==> src/rtl/mesh_torus_lkahead_route_pipe.sv <==
// Look-ahead XY route stage for one NoC input port: computes the next router's exit port
// for header flits and replays it per VC for body/tail flits, through a PIPE-deep register pipe.
module mesh_torus_lkahead_route_pipe #(
  parameter string TOPOLOGY = "MESH",
  parameter int    NX       = 4,
  parameter int    NY       = 4,
  parameter int    V        = 4,
  parameter int    PIPE     = 1,
  localparam int   Xw       = (NX > 1) ? $clog2(NX) : 1,
  localparam int   Yw       = (NY > 1) ? $clog2(NY) : 1,
  localparam int   Vw       = (V  > 1) ? $clog2(V)  : 1
) (
  input  logic          clk,
  input  logic          reset,
  input  logic [Xw-1:0] current_x,
  input  logic [Yw-1:0] current_y,
  input  logic          in_valid,
  output logic          in_ready,
  input  logic [Vw-1:0] in_vc,
  input  logic          in_hdr,
  input  logic          in_tail,
  input  logic [Xw-1:0] in_dest_x,
  input  logic [Yw-1:0] in_dest_y,
  input  logic [4:0]    in_destport,
  output logic          out_valid,
  input  logic          out_ready,
  output logic [Vw-1:0] out_vc,
  output logic          out_hdr,
  output logic          out_tail,
  output logic [4:0]    out_lkdestport,
  output logic [V-1:0]  vc_busy,
  output logic          err
);

  localparam bit         IS_TORUS = (TOPOLOGY == "TORUS");
  localparam logic [4:0] P_L = 5'b00001;
  localparam logic [4:0] P_E = 5'b00010;
  localparam logic [4:0] P_N = 5'b00100;
  localparam logic [4:0] P_W = 5'b01000;
  localparam logic [4:0] P_S = 5'b10000;
  localparam int         DW  = Vw + 7;

  // Handshake: a flit moves on a cycle where valid and ready are both high; a producer holds
  // valid and its payload stable until it is taken, and ready never depends on valid.

  int         nxi, nyi, dxi, dyi, fx, fy;
  logic [4:0] hdr_port;
  logic [4:0] lk_port;
  logic [4:0] tbl [V];
  logic [V-1:0] busy;
  logic       err_q;

  logic [PIPE-1:0] st_v;
  logic [PIPE-1:0] st_load;
  logic [DW-1:0]   st_d [PIPE];
  logic            accept;

  // Next-router coordinate, then XY decision evaluated there.
  always_comb begin
    nxi = int'(current_x);
    nyi = int'(current_y);
    dxi = int'(in_dest_x);
    dyi = int'(in_dest_y);
    case (in_destport)
      P_E:     nxi = nxi + 1;
      P_W:     nxi = nxi - 1;
      P_N:     nyi = nyi - 1;
      P_S:     nyi = nyi + 1;
      default: ;
    endcase
    if (IS_TORUS) begin
      if (nxi >= NX)   nxi = 0;
      else if (nxi < 0) nxi = NX - 1;
      if (nyi >= NY)   nyi = 0;
      else if (nyi < 0) nyi = NY - 1;
    end
    // Forward distance; operands are non-negative so % is a true modulo here.
    fx = (dxi - nxi + NX) % NX;
    fy = (dyi - nyi + NY) % NY;
    hdr_port = P_L;
    if (in_destport == P_L) begin
      hdr_port = P_L;
    end else if (dxi != nxi) begin
      if (IS_TORUS) hdr_port = (fx <= NX / 2) ? P_E : P_W;
      else          hdr_port = (dxi > nxi)    ? P_E : P_W;
    end else if (dyi != nyi) begin
      if (IS_TORUS) hdr_port = (fy <= NY / 2) ? P_S : P_N;
      else          hdr_port = (dyi > nyi)    ? P_S : P_N;
    end
  end

  // Body/tail on an idle VC carries no route.
  always_comb begin
    if (in_hdr)            lk_port = hdr_port;
    else if (busy[in_vc])  lk_port = tbl[in_vc];
    else                   lk_port = '0;
  end

  // Stage i may load when empty or when its occupant leaves this cycle.
  always_comb begin
    logic r;
    r       = out_ready;
    st_load = '0;
    for (int i = PIPE - 1; i >= 0; i--) begin
      st_load[i] = !st_v[i] || r;
      r          = st_load[i];
    end
  end

  assign in_ready = !reset && st_load[0];
  assign accept   = in_valid && in_ready;

  always_ff @(posedge clk) begin
    if (reset) begin
      st_v <= '0;
      for (int i = 0; i < PIPE; i++) st_d[i] <= '0;
    end else begin
      if (st_load[0]) begin
        st_v[0] <= accept;
        if (accept) st_d[0] <= {in_vc, in_hdr, in_tail, lk_port};
      end
      for (int i = 1; i < PIPE; i++) begin
        if (st_load[i]) begin
          st_v[i] <= st_v[i-1];
          if (st_v[i-1]) st_d[i] <= st_d[i-1];
        end
      end
    end
  end

  always_ff @(posedge clk) begin
    if (reset) begin
      busy  <= '0;
      err_q <= 1'b0;
      for (int i = 0; i < V; i++) tbl[i] <= '0;
    end else if (accept) begin
      if (in_hdr) begin
        tbl[in_vc]  <= hdr_port;
        busy[in_vc] <= !in_tail;
        if (busy[in_vc]) err_q <= 1'b1;
      end else begin
        if (!busy[in_vc]) err_q <= 1'b1;
        if (in_tail) busy[in_vc] <= 1'b0;
      end
    end
  end

  assign out_valid = st_v[PIPE-1];
  assign {out_vc, out_hdr, out_tail, out_lkdestport} = st_d[PIPE-1];
  assign vc_busy   = busy;
  assign err       = err_q;

endmodule

==> config.mk <==
export PLATFORM = sky130hd
export DESIGN_NAME = mesh_torus_lkahead_route_pipe
export DESIGN_NICKNAME = d
export VERILOG_FILES = /design/src/rtl/mesh_torus_lkahead_route_pipe.sv
export SDC_FILE = /design/constraint.sdc
export NUM_CORES = 1
export LEC_CHECK = 0
export ABC_AREA = 0
export BUFFER_PORTS_ARGS = -buffer_cell sky130_fd_sc_hd__clkbuf_2
export CAP_MARGIN = 0
export CORE_ASPECT_RATIO = 0.75
export CORE_MARGIN = 2
export CORE_UTILIZATION = 45
export CTS_CLUSTER_SIZE = 16
export DETAILED_ROUTE_END_ITERATION = 8
export PLACE_DENSITY = 0.78
export SYNTH_ARGS = -nofsm -noshare
export SYNTH_HDL_FRONTEND = slang
export SYNTH_SLANG_ARGS = --single-unit
==> constraint.sdc <==
create_clock -name clk -period 6.9 [get_ports clk]
set_clock_uncertainty 0.2 [all_clocks]
set_input_delay 1.38 -clock clk [delete_from_list [all_inputs] [get_ports clk]]
set_output_delay 1.38 -clock clk [all_outputs]
set_load 0.03 [all_outputs]
==> results of run 1 <==
[per-layer routing]
| layer | vias up | track usage (%) |
|---|---|---|
| met5 | - | 0 |
| met4 | 0 | 5.665 |
| met3 | 2 | 4.315 |
| met2 | 51 | 24.97 |
| met1 | 616 | 19.38 |
| li1 | 695 | - |
[power groups by stage]
| stage | logic [mW] | registers (mW) | clock network [mW] |
|---|---|---|---|
| floorplan | 0.0410 | 0.254 | 0 |
| global placement | 0.0698 | 0.244 | 0 |
| detailed placement | 0.0710 | 0.245 | 0 |
| CTS | 0.0714 | 0.240 | 0.139 |
| global route | 0.0791 | 0.241 | 0.151 |
| finish | 0.0709 | 0.240 | 0.136 |
[worst register-to-register path: cells and delay by family, from the launching register on]
| family | cells | cell delay [ps] |
|---|---|---|
| simple gates | 4 | 670 |
| flops | 1 | 330 |
| buf+inv | 1 | 240 |
| compound gates | 2 | 390 |
[state kept, by name (all words and copies together) (netlist names)]
register   flops
tbl           20
st_d           9
vc_busy        4
err            1
out_valid      1
[kinds of logic after synthesis]
group | synth area share, %
simple gates | 20.00
flops | 51.43
mux | 7.013
fa+ha+maj | 5.195
compound gates | 8.572
buf+inv | 5.519
xor+xnor | 2.273
[synth_stat cells, types with 3 or more instances]
cell type   n
and2_2      3
edfxtp_1   29
nand4_1     3
mux4_2      6
dfxtp_1     6
ha_1        8
inv_1      19
o21ai_0     9
nand2_1     8
a21oi_1     4
nand2b_1    4
nor2_1     28
xnor2_1     4
[worst max path at each step]
| stage | cells after the start | slack [ps] | endpoint |
|---|---|---|---|
| after detailed placement | 11 | 2970 | st_d[0][1] |
| after global routing | 11 | 2960 | st_d[0][1] |
| after floorplan | 2 | 3340 | in_ready |
| final | 11 | 3270 | st_d[0][1] |
| after CTS | 11 | 3250 | st_d[0][1] |
| after global placement | 11 | 3070 | st_d[0][1] |
[cells in the final DEF (no fill, tap or decap), drive strengths merged, types with 2 or more instances in the layout]
cell type,instances
a211oi,2
a21o,2
a21oi,4
a221oi,2
and2,3
and2b,2
and3,2
and4,3
clkbuf,43
clkinv,2
dfxtp,6
edfxtp,29
ha,8
inv,20
mux4,6
nand2,9
nand2b,4
nand3,2
nand4,3
nor2,28
nor2b,3
nor3,3
o21ai,9
xnor2,4
[per-stage QoR]
step | setup WS, ps | instances | area [µm²] | total power [mW]
finish | 3269 | 268 | 2230 | 0.4477
global route | 2958 | 268 | 2230 | 0.4711
CTS | 3249 | 268 | 2230 | 0.4504
detailed placement | 2973 | 260 | 2148 | 0.3159
global placement | 3067 | 260 | 2148 | 0.3142
floorplan | 3340 | 174 | 1927 | 0.2953
[final cells by class]
| cell class | count | area (µm²) |
|---|---|---|
| Timing Repair Buffer | 36 | 180.2 |
| Multi-Input combinational cell | 113 | 829.5 |
| Tap cell | 55 | 68.82 |
| Inverter | 21 | 78.83 |
| Sequential cell | 35 | 991.0 |
| Fill cell | 351 | 1849 |
| Clock inverter | 1 | 5.005 |
| Clock buffer | 7 | 76.32 |
==> metrics.txt, run 1 <==
status finished, final reports clean; pin count of the biggest net entering global routing 14; share of layout cells above drive strength 1 29.11%; syn avg cell area 11.07 µm²; Clock power frac 30.5%; Die Span X 79.56 µm; CP Launch Type input pin; Hold EP vc_busy[1]; core area 4079 µm²; Peak VDD IR 92.45 µV; leading area contributor after synthesis edfxtp_1; clk_lat worst skew 280 ps; switching portion of total power 24.98%; via count 1364; Post-DRT Antenna Nets 0; leakage 0.9535 nW; Worst-path clk slew 70 ps; min-delay src vc_busy[1]; worst r2r dst st_d[0][1]; period utilization 52.63%; Max clock buf depth 2; worst r2r src out_valid; hold path depth 2; # hold bufs at CTS 0; die height 60.67 µm; PostCTS Resize Cnt 0; endpoints failing setup 0; Setup TNS 0 ps; Slew HR 63.55%; H-tree depth 2; vias in the first global route 1258; PwrDens 200.8 nW/µm²; synth warn 0; cell row count 20; fin util 54.66%; drt total wl 3323 µm; initial antenna violation count 0; Peak Freq 0.2754 GHz; routed len/inst 12.40 µm; met2 wire length 1586 µm; crit path kind input pin to register; Initial Util 47.24%; DR vias/cell 5.090; Nets 241; Die ar. 4827 µm²; Top Metal Used met4; crit end category register; clock root cell clkbuf_8; Synth Cell Area 1927 µm²; Flop pwr share 53.7%; CP peak stage delay 440 ps; drt drc 0; RSZ-0062 raised after global routing no; Top Ports 37; Sink Count 35; Hold Path Class register to register; reg2reg setup slack 4810 ps; Mapped Nets 203; CTS tree yes; cts bufs inserted 5; port bufs 36; DR iter-0 viols 54; worst-path cell chain clkbuf_2 -> nor2_1 -> nand3_1 -> a211oi_1 -> a21o_1 -> ha_1 -> nor2b_1 -> o21ai_0 -> nor2_1 -> o21ai_0 -> o21ai_0; number of max-cap violations 0; worst path bufs/invs 1; Area Growth Syn to Fin 15.71%; sequential fraction of the synthesis area 51.43%; Synth Flop Type edfxtp_1; Yosys reg bits 35; Fin. Hold Viols 0; # Post-CTS Setup Buffers 0; combinational power share 15.8%; fin. max-slew vios 0; Psw 0.1118 mW; grt total ovfl 0; 1st-pass router iterations 4; min Tclk post-route 3631 ps; Async S/R FF share, synth 0%; Yosys cell types 48; met3 WL 192 µm; Inserted Diodes 0; Mapped Cells 174; CP max FO 7; P_int 0.3359 mW; Crit path top cell by count o21ai_0; first-pass GRT wire length 5485 µm; hold_ws 287.8 ps; Worst Path Arrival 3430 ps; Slowest-stage cell, CP o21ai_0; number of synthesized flops with an enable pin 29; Crit path max-delay family compound AO/OA/AOI/OAI gates; DP Wirelength 2608 µm; gp weighted congestion 0.7231; share of Yosys cell area claimed by the top area cell type 45.19%; M1 WL 1525 µm; R2R depth 7; Crit. Startpoint in_destport[2]; total global routing track utilization 15.12%; Synth area leaders edfxtp_1, mux4_2, dfxtp_1; required time worst endpoint 6700 ps; Slew @ Worst Pin 541.1 ps
Power figures use the tool's default switching activity.
==> run 2, diff against run 1 <==
==> constraint.sdc (replaced) <==
create_clock -name clk -period 3.37 [get_ports clk]
set_clock_uncertainty 0.2 [all_clocks]
set_input_delay 0.674 -clock clk [delete_from_list [all_inputs] [get_ports clk]]
set_output_delay 0.674 -clock clk [all_outputs]
set_load 0.03 [all_outputs]
==> run 2 against run 1 <==
  * First-iteration DRC count fell by 15%
  * Via count grew 2.5%
  * Utilization is 0.25 points higher
  * Flip-flop and latch count stayed put
  * Critical path depth did not move
  * Sequential share of layout area fell by 0.20 points
  * Largest cell class unchanged
  * Clock-buffer cell count decreased by 2
  * Setup slack got worse by 2700 ps
  * Sequential power is 110% higher
  * Die area unchanged
  * Global-route usage decreased by 0.50 points
==> metrics.txt, run 2 (synthesis results as in run 1) <==
number of max-cap violations 0; endpoints failing setup 0; PostCTS Resize Cnt 0; min Tclk post-route 2841 ps; 1st-pass router iterations 4; fillers 353; status finished, final reports clean; die height 60.67 µm; CTS tree yes; Slowest-stage cell, CP nor3_1; cell area after layout 2240 µm²; PwrDens 413.2 nW/µm²; port bufs 36; clk_lat worst skew 290 ps; Worst-path clk slew 70 ps; grt total ovfl 0; # hold bufs at CTS 0; Placement Setup Slack 238.9 ps; drt drc 0; Slew HR 71.12%; total global routing track utilization 14.62%; CP Launch Type input pin; CP peak stage delay 340 ps; hold_ws 281.7 ps; Peak VDD IR 164.9 µV; Post-DRT Antenna Nets 0; clock root cell clkbuf_8; H-tree depth 2; # Post-CTS Setup Buffers 0; vias in the first global route 1205; via count 1398; period utilization 84.30%; crit end category register; most common cell after layout, fill and taps aside clkbuf_2; Tot Pwr 0.9255 mW; Reg area 991.0 µm²; routed len/inst 12.37 µm; Crit path max-delay family compound AO/OA/AOI/OAI gates; Fin. Hold Viols 0; pin count of the biggest net entering global routing 14; Hold Path Class register to register; Worst Path Arrival 2670 ps; worst path bufs/invs 1; leakage 0.9632 nW; required time worst endpoint 3200 ps; Die ar. 4827 µm²; cell row count 20; Die Span X 79.56 µm; commonest cells after routing, fill and taps aside clkbuf_2, edfxtp_1, nor2_1; DR iter-0 viols 46; CP max FO 7; number of flip-flops in the largest register 20; Sink Count 35; fin. max-slew vios 0; first-pass GRT wire length 5202 µm; core area 4079 µm²; drt total wl 3327 µm; Initial Util 47.24%; Area Growth Syn to Fin 16.23%; gp weighted congestion 0.7471; initial antenna violation count 0; Nets 242; Top Ports 37; register bank with the most flops tbl; Slew @ Worst Pin 433.2 ps; worst-path cell chain clkbuf_2 -> nor3_1 -> nand2_1 -> o211ai_1 -> o21ai_0 -> o21ai_0 -> ha_1 -> a21o_1 -> a21boi_0 -> nand4b_1 -> o21ai_0; share of layout cells above drive strength 1 30.37%; Inserted Diodes 0; cts bufs inserted 5; crit path kind input pin to register; RSZ-0062 raised after global routing no; DP Wirelength 2620 µm; Setup TNS 0 ps; Final WS setup 529.2 ps; Max clock buf depth 2; Multi-input gate area 829.5 µm²; Peak Freq 0.3520 GHz; Cell Area, Placed 2156 µm²; DR vias/cell 5.197; Crit path top cell by count o21ai_0
-- run 2: cell types whose count changed in the layout (fill, tap and decap cells not counted) --
cell      change
buf_4         +1
clkbuf_1      -2
clkinv_2      +2
-- run 2: path summary, 6_finish.rpt --
path / end / depth (start not counted) / startpoint / slack, ps
max: st_d[0][4] / 11 / in_destport[1] / 530
min: err / 2 / err / 280
max reg2reg: st_d[0][1] / 8 / out_valid / 1320
min reg2reg: err / 2 / err / 280
-- run 2: power by group --
group | internal, mW | switching [mW] | total [mW]
sequential | 0.486 | 0.00525 | 0.492
clock | 0.141 | 0.147 | 0.288
combinational | 0.0569 | 0.0890 | 0.146
total | 0.684 | 0.241 | 0.926
-- run 2: cell type report --
type / count / share of cell area [%]
Sequential cell: 35 / 44.25
Multi-Input combinational cell: 113 / 37.04
Timing Repair Buffer: 37 / 8.380
Inverter: 21 / 3.520
Clock buffer: 5 / 3.073
Tap cell: 55 / 3.073
Clock inverter: 3 / 0.6704
-- run 2: worst min-delay path, stage by stage, from the launching register on --
cell	delay [ps]
dfxtp_1	330
a21oi_1	40
nor2_1	70
-- run 2: metrics by stage --
| stage | util, % | instances |
|---|---|---|
| after floorplan | - | 174 |
| after global placement | 52.85 | 261 |
| after detailed placement | 52.85 | 261 |
| after CTS | 54.91 | 269 |
| after global routing | 54.91 | 269 |
| final | 54.91 | 269 |
-- run 2: per-layer routing --
layer  up-vias  global-route usage (%)  routed length [µm]
li1        700                       -                   -
met1       646                   17.62                1513
met2        44                   24.25                1540
met3         8                   4.613                 191
met4         0                   7.389                  82
met5         -                       0                   0
